File: src/rtl/oric_mem_pkg.sv
// Shared types for the SDRAM port scheduler: FSM states, byte-lane codes and the request slot.
package oric_mem_pkg;

  localparam int SD_ADDR_W = 24;

  typedef enum logic [1:0] {
    IDLE     = 2'd0,
    CPU_WAIT = 2'd1,
    DL_WAIT  = 2'd2
  } state_t;

  localparam logic [1:0] DS_LO   = 2'b01;
  localparam logic [1:0] DS_HI   = 2'b10;
  localparam logic [1:0] DS_WORD = 2'b11;

  typedef struct packed {
    logic [SD_ADDR_W-1:0] addr;
    logic [7:0]           data;
    logic                 we;
  } req_t;

  // Reads fetch the whole word; byte writes enable only the addressed lane.
  function automatic logic [1:0] req_lanes(input req_t r);
    if (!r.we) return DS_WORD;
    return r.addr[0] ? DS_HI : DS_LO;
  endfunction

endpackage

File: src/rtl/cpu_access_detect.sv
// Turns the level-style CPU RAM strobes into a one-cycle access trigger (rising cs&oe,
// rising cs&we, or a new address under a held read); combinational on the current inputs.
module cpu_access_detect (
  input  logic        clk_sys,
  input  logic        res_n,
  input  logic        cpu_cs,
  input  logic        cpu_oe,
  input  logic        cpu_we,
  input  logic [15:0] cpu_addr,
  output logic        trigger
);

  logic        rd;
  logic        wr;
  logic        rd_q;
  logic        wr_q;
  logic [15:0] addr_q;

  assign rd = cpu_cs & cpu_oe;
  assign wr = cpu_cs & cpu_we;

  // A held write never retriggers on address motion; a held read does, so streamed reads work.
  assign trigger = (rd & ~rd_q) | (wr & ~wr_q) | (rd & (cpu_addr != addr_q));

  always_ff @(posedge clk_sys or negedge res_n) begin
    if (!res_n) begin
      rd_q   <= 1'b0;
      wr_q   <= 1'b0;
      addr_q <= '0;
    end else begin
      rd_q   <= rd;
      wr_q   <= wr;
      addr_q <= cpu_addr;
    end
  end

endmodule

File: src/rtl/sdram_port_sched.sv
// Arbitrates one toggle-handshake SDRAM port: CPU accesses have strict priority, loader bytes
// fill idle slots; a request toggles sd_req on the edge after it is seen, dl_ready gates the loader.
module sdram_port_sched
  import oric_mem_pkg::*;
#(
  parameter int                ADDR_W   = SD_ADDR_W,
  parameter logic [ADDR_W-1:0] CPU_BASE = 24'h000000,
  parameter int                TIMEOUT  = 63
) (
  input  logic              clk_sys,
  input  logic              res_n,
  input  logic              cpu_cs,
  input  logic              cpu_oe,
  input  logic              cpu_we,
  input  logic [15:0]       cpu_addr,
  input  logic [7:0]        cpu_din,
  output logic [7:0]        cpu_dout,
  input  logic              dl_wr,
  input  logic [ADDR_W-1:0] dl_addr,
  input  logic [7:0]        dl_data,
  output logic              dl_ready,
  output logic              sd_req,
  input  logic              sd_ack,
  output logic [ADDR_W-1:0] sd_a,
  output logic              sd_we,
  output logic [1:0]        sd_ds,
  output logic [15:0]       sd_d,
  input  logic [15:0]       sd_q,
  output logic              busy,
  output logic              err
);

  localparam int CNT_W = $clog2(TIMEOUT + 1);

  state_t           state;
  state_t           state_n;
  logic             trigger;
  logic             cpu_pend;
  logic             cpu_pend_n;
  logic             dl_pend;
  logic             dl_pend_n;
  req_t             cpu_slot;
  req_t             dl_slot;
  req_t             cpu_now;
  req_t             dl_now;
  req_t             cpu_sel;
  req_t             dl_sel;
  req_t             issue_req;
  logic             issue;
  logic             latch_rd;
  logic             err_n;
  logic             dl_ready_n;
  logic             dl_acc;
  logic             acked;
  logic             timed_out;
  logic [CNT_W-1:0] wait_cnt;

  cpu_access_detect u_detect (
    .clk_sys  (clk_sys),
    .res_n    (res_n),
    .cpu_cs   (cpu_cs),
    .cpu_oe   (cpu_oe),
    .cpu_we   (cpu_we),
    .cpu_addr (cpu_addr),
    .trigger  (trigger)
  );

  assign cpu_now   = '{addr: CPU_BASE + {{(ADDR_W-16){1'b0}}, cpu_addr},
                       data: cpu_din, we: cpu_cs & cpu_we};
  assign dl_now    = '{addr: dl_addr, data: dl_data, we: 1'b1};
  assign dl_acc    = dl_wr & dl_ready;
  // A request arriving while IDLE goes straight out instead of through its slot.
  assign cpu_sel   = trigger ? cpu_now : cpu_slot;
  assign dl_sel    = dl_acc ? dl_now : dl_slot;
  assign acked     = (sd_ack == sd_req);
  assign timed_out = (wait_cnt == CNT_W'(TIMEOUT - 1));
  assign busy      = (state != IDLE);

  always_comb begin
    state_n    = state;
    cpu_pend_n = cpu_pend | trigger;
    dl_pend_n  = dl_pend | dl_acc;
    issue      = 1'b0;
    issue_req  = cpu_sel;
    latch_rd   = 1'b0;
    err_n      = err;
    case (state)
      IDLE: begin
        if (cpu_pend | trigger) begin
          issue      = 1'b1;
          issue_req  = cpu_sel;
          cpu_pend_n = 1'b0;
          state_n    = CPU_WAIT;
        end else if (dl_pend | dl_acc) begin
          issue     = 1'b1;
          issue_req = dl_sel;
          dl_pend_n = 1'b0;
          state_n   = DL_WAIT;
        end
      end
      CPU_WAIT, DL_WAIT: begin
        if (acked) begin
          state_n  = IDLE;
          latch_rd = (state == CPU_WAIT) & ~sd_we;
        end else if (timed_out) begin
          // sd_req is left as is; the next issue re-aligns toggle parity with the controller.
          state_n = IDLE;
          err_n   = 1'b1;
        end
      end
      default: state_n = IDLE;
    endcase
    // Registered one cycle early, so a trigger can still coincide with an accepted dl_wr.
    dl_ready_n = (state_n == IDLE) & ~cpu_pend_n & ~dl_pend_n;
  end

  always_ff @(posedge clk_sys or negedge res_n) begin
    if (!res_n) begin
      state    <= IDLE;
      cpu_pend <= 1'b0;
      dl_pend  <= 1'b0;
      cpu_slot <= '0;
      dl_slot  <= '0;
      sd_req   <= 1'b0;
      sd_a     <= '0;
      sd_we    <= 1'b0;
      sd_ds    <= DS_WORD;
      sd_d     <= '0;
      cpu_dout <= '0;
      dl_ready <= 1'b0;
      err      <= 1'b0;
      wait_cnt <= '0;
    end else begin
      state    <= state_n;
      cpu_pend <= cpu_pend_n;
      dl_pend  <= dl_pend_n;
      err      <= err_n;
      dl_ready <= dl_ready_n;
      if (trigger) cpu_slot <= cpu_now;
      if (dl_acc)  dl_slot  <= dl_now;
      if (issue) begin
        sd_req   <= ~sd_req;
        sd_a     <= issue_req.addr;
        sd_we    <= issue_req.we;
        sd_ds    <= req_lanes(issue_req);
        sd_d     <= {2{issue_req.data}};
        wait_cnt <= '0;
      end else if (busy && (wait_cnt != CNT_W'(TIMEOUT))) begin
        wait_cnt <= wait_cnt + CNT_W'(1);
      end
      if (latch_rd) cpu_dout <= sd_a[0] ? sd_q[15:8] : sd_q[7:0];
    end
  end

endmodule

File: config.mk
export PLATFORM = sky130hd
export DESIGN_NAME = sdram_port_sched
export DESIGN_NICKNAME = d
export VERILOG_FILES = /design/src/rtl/oric_mem_pkg.sv /design/src/rtl/cpu_access_detect.sv /design/src/rtl/sdram_port_sched.sv
export SDC_FILE = /design/constraint.sdc
export NUM_CORES = 1
export LEC_CHECK = 0
export ABC_AREA = 0
export ABC_CLOCK_PERIOD_IN_PS = 3000
export CAP_MARGIN = 30
export CORE_MARGIN = 2
export CORE_UTILIZATION = 45
export DETAILED_ROUTE_END_ITERATION = 7
export GPL_TIMING_DRIVEN = 0
export MAX_ROUTING_LAYER = met4
export PLACE_DENSITY = 0.71
export SETUP_SLACK_MARGIN = 0.05
export SLEW_MARGIN = 0
export SYNTH_ARGS = -nofsm -noshare
export SYNTH_HDL_FRONTEND = slang
export SYNTH_HIERARCHICAL = 1
export SYNTH_SLANG_ARGS = --single-unit
export TNS_END_PERCENT = 1
File: constraint.sdc
create_clock -name clk_sys -period 3 [get_ports clk_sys]
set_clock_uncertainty 0.1 [all_clocks]
set_input_delay 0.45 -clock clk_sys [delete_from_list [all_inputs] [get_ports clk_sys]]
set_output_delay 0.45 -clock clk_sys [all_outputs]
set_load 0.1 [all_outputs]
---- Yosys cells after proc, flatten, opt, wreduce, memory -nomap -nowiden ----
Index checks and enable logic that the tools add are counted.
word-level totals
  output and inout bits ................... 55
  bits of input ports ..................... 79
  register bits after elaboration ......... 148
operators by class
  multiplexer cells ....................... 26
  bitwise operators ....................... 20
  eq/ne operators ......................... 6
  reductions and logical operators ........ 7
  add/sub/neg operators ................... 1
operators by type and width
  cell                                           number
  two-way mux 33 bit                             5
  inequality test 16 bit                         1
  two-way mux 2 bit                              7
  two-way mux 6 bit                              2
  two-way mux 1 bit                              10
  AND 1 bit                                      9
  two-way mux 8 bit                              1
  inverter 1 bit                                 7
  adder 6 x 1 -> 6 bit, second input constant    1
  == test 6 bit, second input constant           1
  inequality test 6 bit, second input constant   1
  logical NOT 2 bit                              2
  bitwise OR 1 bit                               4
  one-hot mux 2 bit (2 select lines)             1
  nonzero test 2 bit                             2
  AND reduction 3 bit                            1
  == test 2 x 1 -> 1 bit, second input constant  1
  == test 2 bit, second input constant           1
  OR reduction 2 bit                             1
  == test 1 bit                                  1
  logical AND 1 bit                              1

---- Depth between registers and ports, before layout ----
Gate-level depths: netlist (run 1).
  depth after elaboration ................. 11
  gate-level depth with buffers ........... 10
  depth with buffers taken out ............ 8

---- By module ----
The synthesis (run 1) kept the hierarchy.
modules (own cells, without submodules)
  module             sequential area each (um^2)  times used  area each (um^2)  cells each
  sdram_port_sched   3055.4                       1           5148.7            404
  cpu_access_detect  450.4                        1           653.1             45

---- Least setup slack after synthesis (run 1) ----
Ideal clock, no wire load.
  kind .................................... input port to flip-flop
  start ................................... input port cpu_addr[9]
  end ..................................... register sd_a[10]
  arrival time ............................ 2140 ps
  slack ................................... 628 ps
  library setup time ...................... 132 ps
  buffers on the path ..................... 2
  stages .................................. 9
  cell sequence ........................... xor2_1 nor4_1 a41oi_1 buf_6 or3b_4 nor2_8 buf_12 mux2i_1 o21ai_1
between the ends
  word-level cells in the longest chain between the ends .. 7
  elaborated cells on any way between the ends .. 10
ends and longest elaborated chain
  what                        RTL line                 text
  start: declaration          sdram_port_sched.sv:15   input logic [15:0] cpu_addr,
  inequality test 16 bit (*)  cpu_access_detect.sv:23  assign trigger = (rd & ~rd_q) | (wr & ~wr_q) | (rd & (cpu_addr != addr_q));
  AND 1 bit (*)               cpu_access_detect.sv:23
  bitwise OR 1 bit (*)        cpu_access_detect.sv:23
  net trigger                 sdram_port_sched.sv:37   logic trigger;
  two-way mux 33 bit          -
  two-way mux 33 bit          sdram_port_sched.sv:94   end else if (dl_pend | dl_acc) begin
  two-way mux 33 bit          sdram_port_sched.sv:89   if (cpu_pend | trigger) begin
  two-way mux 33 bit          sdram_port_sched.sv:87   case (state)
  end signal: assignment      sdram_port_sched.sv:143  sd_a <= issue_req.addr;
  end: declaration            sdram_port_sched.sv:24   output logic [ADDR_W-1:0] sd_a,
Mark *: on every way through the listed nets, which the timed path passes. The rest lies on a longest branch.
A chain may end at the register's enable or synchronous reset.

---- Final worst setup path (run 1) ----
  start ................................... input port cpu_addr[1]
  end ..................................... register sd_a[8]
The elaborated chain is that of the path after synthesis.

==> results of run 1 <==
path summary, 6_finish.rpt:
path / endpoint / depth (start not counted) / slack, ns / start
setup / recovery: sd_a[8] / 11 / 0.23 / cpu_addr[1]
hold / removal: dl_slot[0] / 1 / 0.36 / dl_slot[0]
setup reg to reg: sd_a[8] / 9 / 0.37 / u_detect/addr_q[9]
hold reg to reg: dl_slot[0] / 1 / 0.36 / dl_slot[0]
max in group asynchronous: dl_ready / 3 / 1.55 / res_n
min in group asynchronous: dl_slot[17] / 2 / 0.44 / res_n
repair_timing:
action	CTS	global route
gates resized for setup	5	12
endpoints found under the setup margin	22	40
hold endpoints to repair	43	0
hold buffers	1	0
pin swaps	0	0
cell families (layout without fill, tap and decap cells):
kind of cell	Yosys count	count (layout)	share of synthesized area [%]
adder cells (fa/ha/maj)	5	5	1.08
flip-flops	140	140	60.4
AO/OA/AOI/OAI	66	66	7.40
AND/OR/NAND/NOR	94	94	7.87
buffers and inverters	36	202	3.80
multiplexers	89	89	16.6
XOR/XNOR	19	19	2.87
stage by stage:
step / hold WS (ns) / setup WS [ns]
final: 0.356 / 0.229
after global routing: 0.375 / 0.0437
after CTS: 0.353 / 0.0650
after detailed placement: 0.307 / -0.474
after global placement: 0.342 / -4.01
after floorplan: 0.0544 / 0.628
critical path: stages:
cell and delay, ns:
clkdlybuf4s50_1 0.56, xnor2_1 0.14, nand4_1 0.15, nor3_2 0.22, a41oi_2 0.17, buf_6 0.19
or3b_4 0.45, nor2_8 0.17, buf_12 0.16, mux2i_1 0.20, o21ai_1 0.07
flip-flops by register name, summed over array words and instances (netlist names), 2 cells and up:
name,cells
u_detect/addr_q,16
dl_slot,33
cpu_slot,33
sd_ds,2
state,2
wait_cnt,6
sd_a,24
cpu_dout,8
sd_d,8
metal layers:
layer  global-route usage (%)  share of wire (%)  up-vias
met2                     33.3                 49       99
met4                     4.59                1.2        0
met3                     6.06                4.5       13
met5                        -                  0        -
li1                         -                  -     1863
met1                     26.0                 45     1959
layout by cell type, fill, tap and decap left out, types with 4 or more instances in the layout:
master           instances
clkdlybuf4s50_1        131
xor2_1                   6
a21o_1                   6
a221oi_1                10
ha_1                     5
nor2_1                  35
nand4_1                  6
xnor2_1                 13
mux2i_1                 33
and2b_1                  6
dfrtp_1                138
mux2_2                  37
buf_4                    9
buf_2                    8
a21oi_1                 14
nand2_1                 29
o21ai_1                 22
clkbuf_2                 4
mux2_1                  19
inv_1                    7
clkbuf_16               17
clkinv_2                 6
cell type report:
class	instances	area (um^2)
clock buffer	19	443
inverter	7	26.3
buffer	29	205
sequential	140	3510
clock inverter	12	100
timing repair buffer	135	1370
fill	1037	4640
multi-input combinational	273	2110
tap	172	215
synth_stat cells, types with 2 or more instances:
library cell	number	area, um^2
dfrtp_1	138	3450
mux2_2	37	417
nor2_1	36	135
mux2i_1	33	330
nand2_1	30	113
o21ai_1	22	110
mux2_1	19	214
a21oi_1	14	70.1
xnor2_1	13	114
a221oi_1	10	87.6
buf_2	9	45.0
buf_4	9	67.6
clkbuf_1	7	26.3
inv_1	7	26.3
a21o_1	6	45.0
and2b_1	6	45.0
nand4_1	6	37.5
xor2_1	6	52.6
ha_1	5	62.6
a211oi_1	3	22.5
nor2b_1	3	18.8
nor3_1	3	15.0
buf_12	2	40.0
dfstp_2	2	52.6
==> results.cfg, run 1 <==
[grt]
grt_usage_pct = 20.6
grt_pass1_vias = 4297
antenna_found_initial = 0
grt_pass1_wl_mm = 21.9
overflow = 0
grt_max_degree = 96

[floorplanning]
start_util_pct = 46.0
fp.dieH_um = 118
io_pins = 134
die_area_mm2 = 0.0138
num_rows = 41
coreArea_mm2 = 0.0126
die_w_um = 118

[cells_and_area]
num_antenna_cells = 0
final-instance-count-excl-fill = 787
final_util_pct = 63.2
final_area_mm2 = 0.00798
syn_to_final_growth_pct = 37.5
final_nets = 687
layout-drive-gt1-share_pct = 17.7

[route]
dr.first_iter.drc_count = 299
ant_nets = 0
avgRoutedWirePerCell_um = 16.6
post-route-drc-count = 0
drt-pass1-iter-count = 4
postRouteWirelength_mm = 13.1
viasPerCell = 5.00
num_vias = 3934

[yosys]
ys_seq_elements = 140
yosys.cell_types.count = 47
ys_dominant_reg_cell = dfrtp_1
ys_seq_area_share_pct = 60.4
synth_edf_count = 0
synth-async-reset-ratio_pct = 100
syn_area_mm2 = 0.00580
yosysWarnings = 6
syn_avg_cell_area_um2 = 12.9
syn-instance-count = 449
syn-num-nets = 533

[flow_run]
maxCapViolCount = 0

[critical_path]
path_max_fanout = 10
path_class = input pin to flip-flop
critPathCaptureType = flip-flop
crit_arrival_ns = 2.95
crit_required_ns = 3.18
start_kind = input pin

[sta]
relSlewSlack_pct = 31.8
rsz0062_at_grt = no
fmax_mhz = 361
report.final.slew_viol_count = 0
period_needed_ns = 2.77
finalSetupViolCount = 0
post-route-period-util_pct = 92.4
hold_violations = 0
totalNegativeSetupSlack_ns = 0
worstMarginPinSlew_ns = 1.02

[clocking]
cts_sinks = 140
cts_buffers = 17
clkLatencyLatePin_ns = 0.40
post-cts-setup-buffers = 0
cts_tree = yes
htreeDepth = 4
cts.path.max_buffers = 2
clk_pin_slew_worst_paths_ns = 0.06
root_buffer = clkbuf_16

[placed_design]
port_buffers = 133
dp_hpwl_mm = 9.11
placedCellCount = 755
placed_cell_area_mm2 = 0.00738
place_congestion = 0.758

[status]
status = complete, no violations

[hold_path]
hold_class = flip-flop to flip-flop
Power of run 1 is left out: the tool's default activity adds up to more than one toggle a clock period on the data nets, which glitch-free logic cannot reach.
==> run 2, diff against run 1 <==
- SETUP_SLACK_MARGIN: 0.05 -> 0.15
==> results.cfg, run 2 (synthesis gave the netlist of run 1 again) <==
[route]
ant_nets = 0
drt-pass1-iter-count = 4
avgRoutedWirePerCell_um = 16.6
postRouteWirelength_mm = 13.1
post-route-drc-count = 0
dr.first_iter.drc_count = 314
viasPerCell = 5.03
num_vias = 3957

[sta]
report.final.slew_viol_count = 0
rsz0062_at_grt = yes
post-route-period-util_pct = 92.3
fmax_mhz = 361
worstMarginPinSlew_ns = 1.02
period_needed_ns = 2.77
finalSetupViolCount = 0
hold_violations = 0
relSlewSlack_pct = 32.0
whs_ns = 0.191

[clocking]
cts_tree = yes
htreeDepth = 4
clkLatencyLatePin_ns = 0.40
cts.path.max_buffers = 2
root_buffer = clkbuf_16
cts_sinks = 140
clk_pin_slew_worst_paths_ns = 0.06
post-cts-setup-buffers = 0
cts_buffers = 17

[critical_path]
worstRegToRegCells = 9
crit_required_ns = 3.19
reg2reg_from = u_detect/addr_q[9]
slowest_delay_ns = 0.45
regToRegEndpoint = sd_a[8]
reg2reg_setup_slack_ns = 0.36
path_max_fanout = 10
path_class = input pin to flip-flop
crit_arrival_ns = 2.95
crit_path_top_delay_cell = clkdlybuf4s50_1
path_cells = clkdlybuf4s50_1 -> xor2_1 -> nor4_2 -> a41oi_2 -> buf_6 -> or3b_4 -> nor2_8 -> buf_12 -> mux2i_1 -> o21ai_1
critPathCaptureType = flip-flop
start_kind = input pin

[floorplanning]
die_area_mm2 = 0.0138
coreArea_mm2 = 0.0126
start_util_pct = 46.0
io_pins = 134
die_w_um = 118
num_rows = 41
fp.dieH_um = 118

[cells_and_area]
final_nets = 687
layout-drive-gt1-share_pct = 17.7
final-instance-count-excl-fill = 787
final_common_cell = dfrtp_1
final_cell_mix = dfrtp_1, clkdlybuf4s50_1, mux2_2
top_regs = cpu_slot (33), dl_slot (33), sd_a (24)
num_antenna_cells = 0
syn_to_final_growth_pct = 37.5

[grt]
overflow = 0
antenna_found_initial = 0
grt_pass1_wl_mm = 21.9
grt_pass1_vias = 4299
grt_usage_pct = 20.6
grt_max_degree = 96

[hold_path]
hold_class = input pin to flip-flop
hp-start = cpu_addr[1]
min_to = u_detect/addr_q[1]
min_delay_path_depth = 1

[placed_design]
place_congestion = 0.758
port_buffers = 133
placedCellCount = 755
dp_hpwl_mm = 9.11

[flow_run]
maxCapViolCount = 0

[status]
status = complete, no violations
[run 2: cell count changes in the layout (fill, tap and decap cells not counted)]
cell             delta
dlymetal6s2s_1      +1
clkdlybuf4s50_1     -1
[run 2: stage by stage]
stage                     util, %  setup TNS [ns]  area [um^2]  setup WS [ns]
after floorplan                 -               0         5800          0.628
after detailed placement     58.5          -14.09         7380         -0.474
after global placement       58.2         -569.73         7350          -4.01
after CTS                    63.0               0         7950          0.144
final                        63.2               0         7980          0.232
after global routing         63.2               0         7980         0.0880
[run 2: metal layers]
| layer | routed length (um) | GRT usage, % | up-vias |
|---|---|---|---|
| met5 | 0 | - | - |
| met4 | 152 | 4.59 | 0 |
| met3 | 588 | 6.06 | 12 |
| met2 | 6420 | 33.3 | 108 |
| met1 | 5930 | 26.0 | 1976 |
| li1 | - | - | 1861 |
[run 2: repair_timing]
action	4_1_cts	5_1_grt
endpoints found under the setup margin	24	40
endpoints found under the hold margin	43	0
gates resized for setup	9	9
hold buffers	1	0
[run 2: worst max-delay path by stage]
stage | cells past startpoint | to | startpoint
2_1_floorplan | 9 | sd_a[10] | cpu_addr[9]
3_3_place_gp | 1 | dl_slot[3] | res_n
3_5_place_dp | 11 | sd_d[10] | cpu_addr[1]
4_1_cts | 11 | wait_cnt[3] | cpu_addr[1]
5_1_grt | 11 | sd_a[10] | cpu_addr[3]
6_report | 10 | sd_a[8] | cpu_addr[9]
[run 2: area by class of cell]
cell class                      instances  area (um^2)
Timing Repair Buffer                  135         1370
Multi-Input combinational cell        273         2110
Sequential cell                       140         3510
Buffer                                 29          205
Tap cell                              172          215
Fill cell                            1038         4640
Clock inverter                         12          100
Inverter                                7         26.3
Clock buffer                           19          443
[run 2: critical path, delay by kind of cell]
family,cells,cell delay [ns]
buf+inv,3,0.81
compound gates,2,0.29
mux,1,0.20
xor+xnor,1,0.17
simple gates,3,1.02
Power of run 2 is left out for the same reason.
==> run 3, diff against run 2 <==
- SKIP_CTS_REPAIR_TIMING: not set -> 1
==> results.cfg, run 3 (synthesis gave the netlist of run 1 again) <==
[status]
status = complete, no violations

[grt]
met3_usage_pct = 6.10
busiest_layer = met2
antenna_found_initial = 0
overflow = 0
grt_pass1_vias = 4285
grt_pass1_wl_mm = 21.9
grt_max_degree = 96
gr-usage-met1_pct = 26.0
use_met2_pct = 33.4
grt_usage_pct = 20.6

[floorplanning]
die_area_mm2 = 0.0138
coreArea_mm2 = 0.0126
num_rows = 41
io_pins = 134
fp.dieH_um = 118
start_util_pct = 46.0
die_w_um = 118

[critical_path]
reg2reg_from = u_detect/addr_q[9]
reg2reg_setup_slack_ns = 0.33
path_class = input pin to flip-flop
start_kind = input pin
critPathCaptureType = flip-flop
path_max_fanout = 9
crit_arrival_ns = 3.04
crit_required_ns = 3.23
regToRegEndpoint = sd_d[9]
worstRegToRegCells = 8

[cells_and_area]
final_util_pct = 63.2
top_regs = cpu_slot (33), dl_slot (33), sd_a (24)
final_cell_mix = dfrtp_1, clkdlybuf4s50_1, mux2_2
num_antenna_cells = 0
syn_to_final_growth_pct = 37.5
final_common_cell = dfrtp_1
layout-drive-gt1-share_pct = 17.7
final_nets = 687

[route]
post-route-drc-count = 0
ant_nets = 0
viasPerCell = 4.99
drt-pass1-iter-count = 4
avgRoutedWirePerCell_um = 16.6
postRouteWirelength_mm = 13.1
dr.first_iter.drc_count = 287
num_vias = 3927

[sta]
worstMarginPinSlew_ns = 1.02
fmax_mhz = 356
post-route-period-util_pct = 93.5
finalSetupViolCount = 0
rsz0062_at_grt = yes
relSlewSlack_pct = 32.1
totalNegativeSetupSlack_ns = 0
report.final.slew_viol_count = 0
layout_setup_ws_ns = 0.194
period_needed_ns = 2.81
hold_violations = 0

[placed_design]
place_congestion = 0.758
dp_hpwl_mm = 9.11
port_buffers = 133
dp_slack_ns = -0.474

[flow_run]
maxCapViolCount = 0

[clocking]
cts.path.max_buffers = 2
clkLatencyLatePin_ns = 0.40
cts_sinks = 140
htreeDepth = 4
cts_tree = yes
root_buffer = clkbuf_16
clk_pin_slew_worst_paths_ns = 0.06
cts_buffers = 17

[hold_path]
hp-start = cpu_addr[3]
min_delay_path_depth = 1
min_to = u_detect/addr_q[3]
hold_class = input pin to flip-flop
[run 3: changes by cell type in the layout (fill, tap and decap cells not counted), sizes merged]
cell and change:
clkbuf -1, dlymetal6s2s +4, dlygate4sd2 -1, clkdlybuf4s50 -3, buf +1
[run 3: area by class of cell]
type / count / area, um^2
Fill cell: 1038 / 4640
Sequential cell: 140 / 3510
Multi-Input combinational cell: 273 / 2100
Timing Repair Buffer: 135 / 1380
Clock buffer: 19 / 443
Tap cell: 172 / 215
Buffer: 29 / 203
Clock inverter: 12 / 100
Inverter: 7 / 26.3
[run 3: critical path, cell delays in order]
cell and delay [ns]:
clkdlybuf4s50_1 0.45, xor2_1 0.17, nor4_2 0.39, a41oi_2 0.21, or2_1 0.26, clkbuf_1 0.16
nor2_1 0.62, a221oi_1 0.17, nor2_1 0.14
[run 3: worst max-delay path by stage]
stage	startpoint	endpoint	depth (start not counted)
after global placement	res_n	dl_slot[3]	1
after CTS	cpu_addr[1]	sd_d[10]	11
final	cpu_addr[9]	sd_d[9]	9
after detailed placement	cpu_addr[1]	sd_d[10]	11
after floorplan	cpu_addr[9]	sd_a[10]	9
after global routing	cpu_addr[2]	sd_d[12]	10
[run 3: routing by layer]
layer  vias up  share of wire, %
met4         0               1.1
met2        90                49
met1      1965                45
li1       1861                 -
met3        11               4.5
met5         -                 0
[run 3: stage by stage]
stage	cells	hold WS [ns]	cell area (um^2)
floorplan	449	0.0544	5800
global placement	754	0.342	7350
detailed placement	755	0.307	7380
CTS	786	-0.119	7920
global route	787	0.156	7980
finish	787	0.163	7980
Power of run 3 is left out for the same reason.
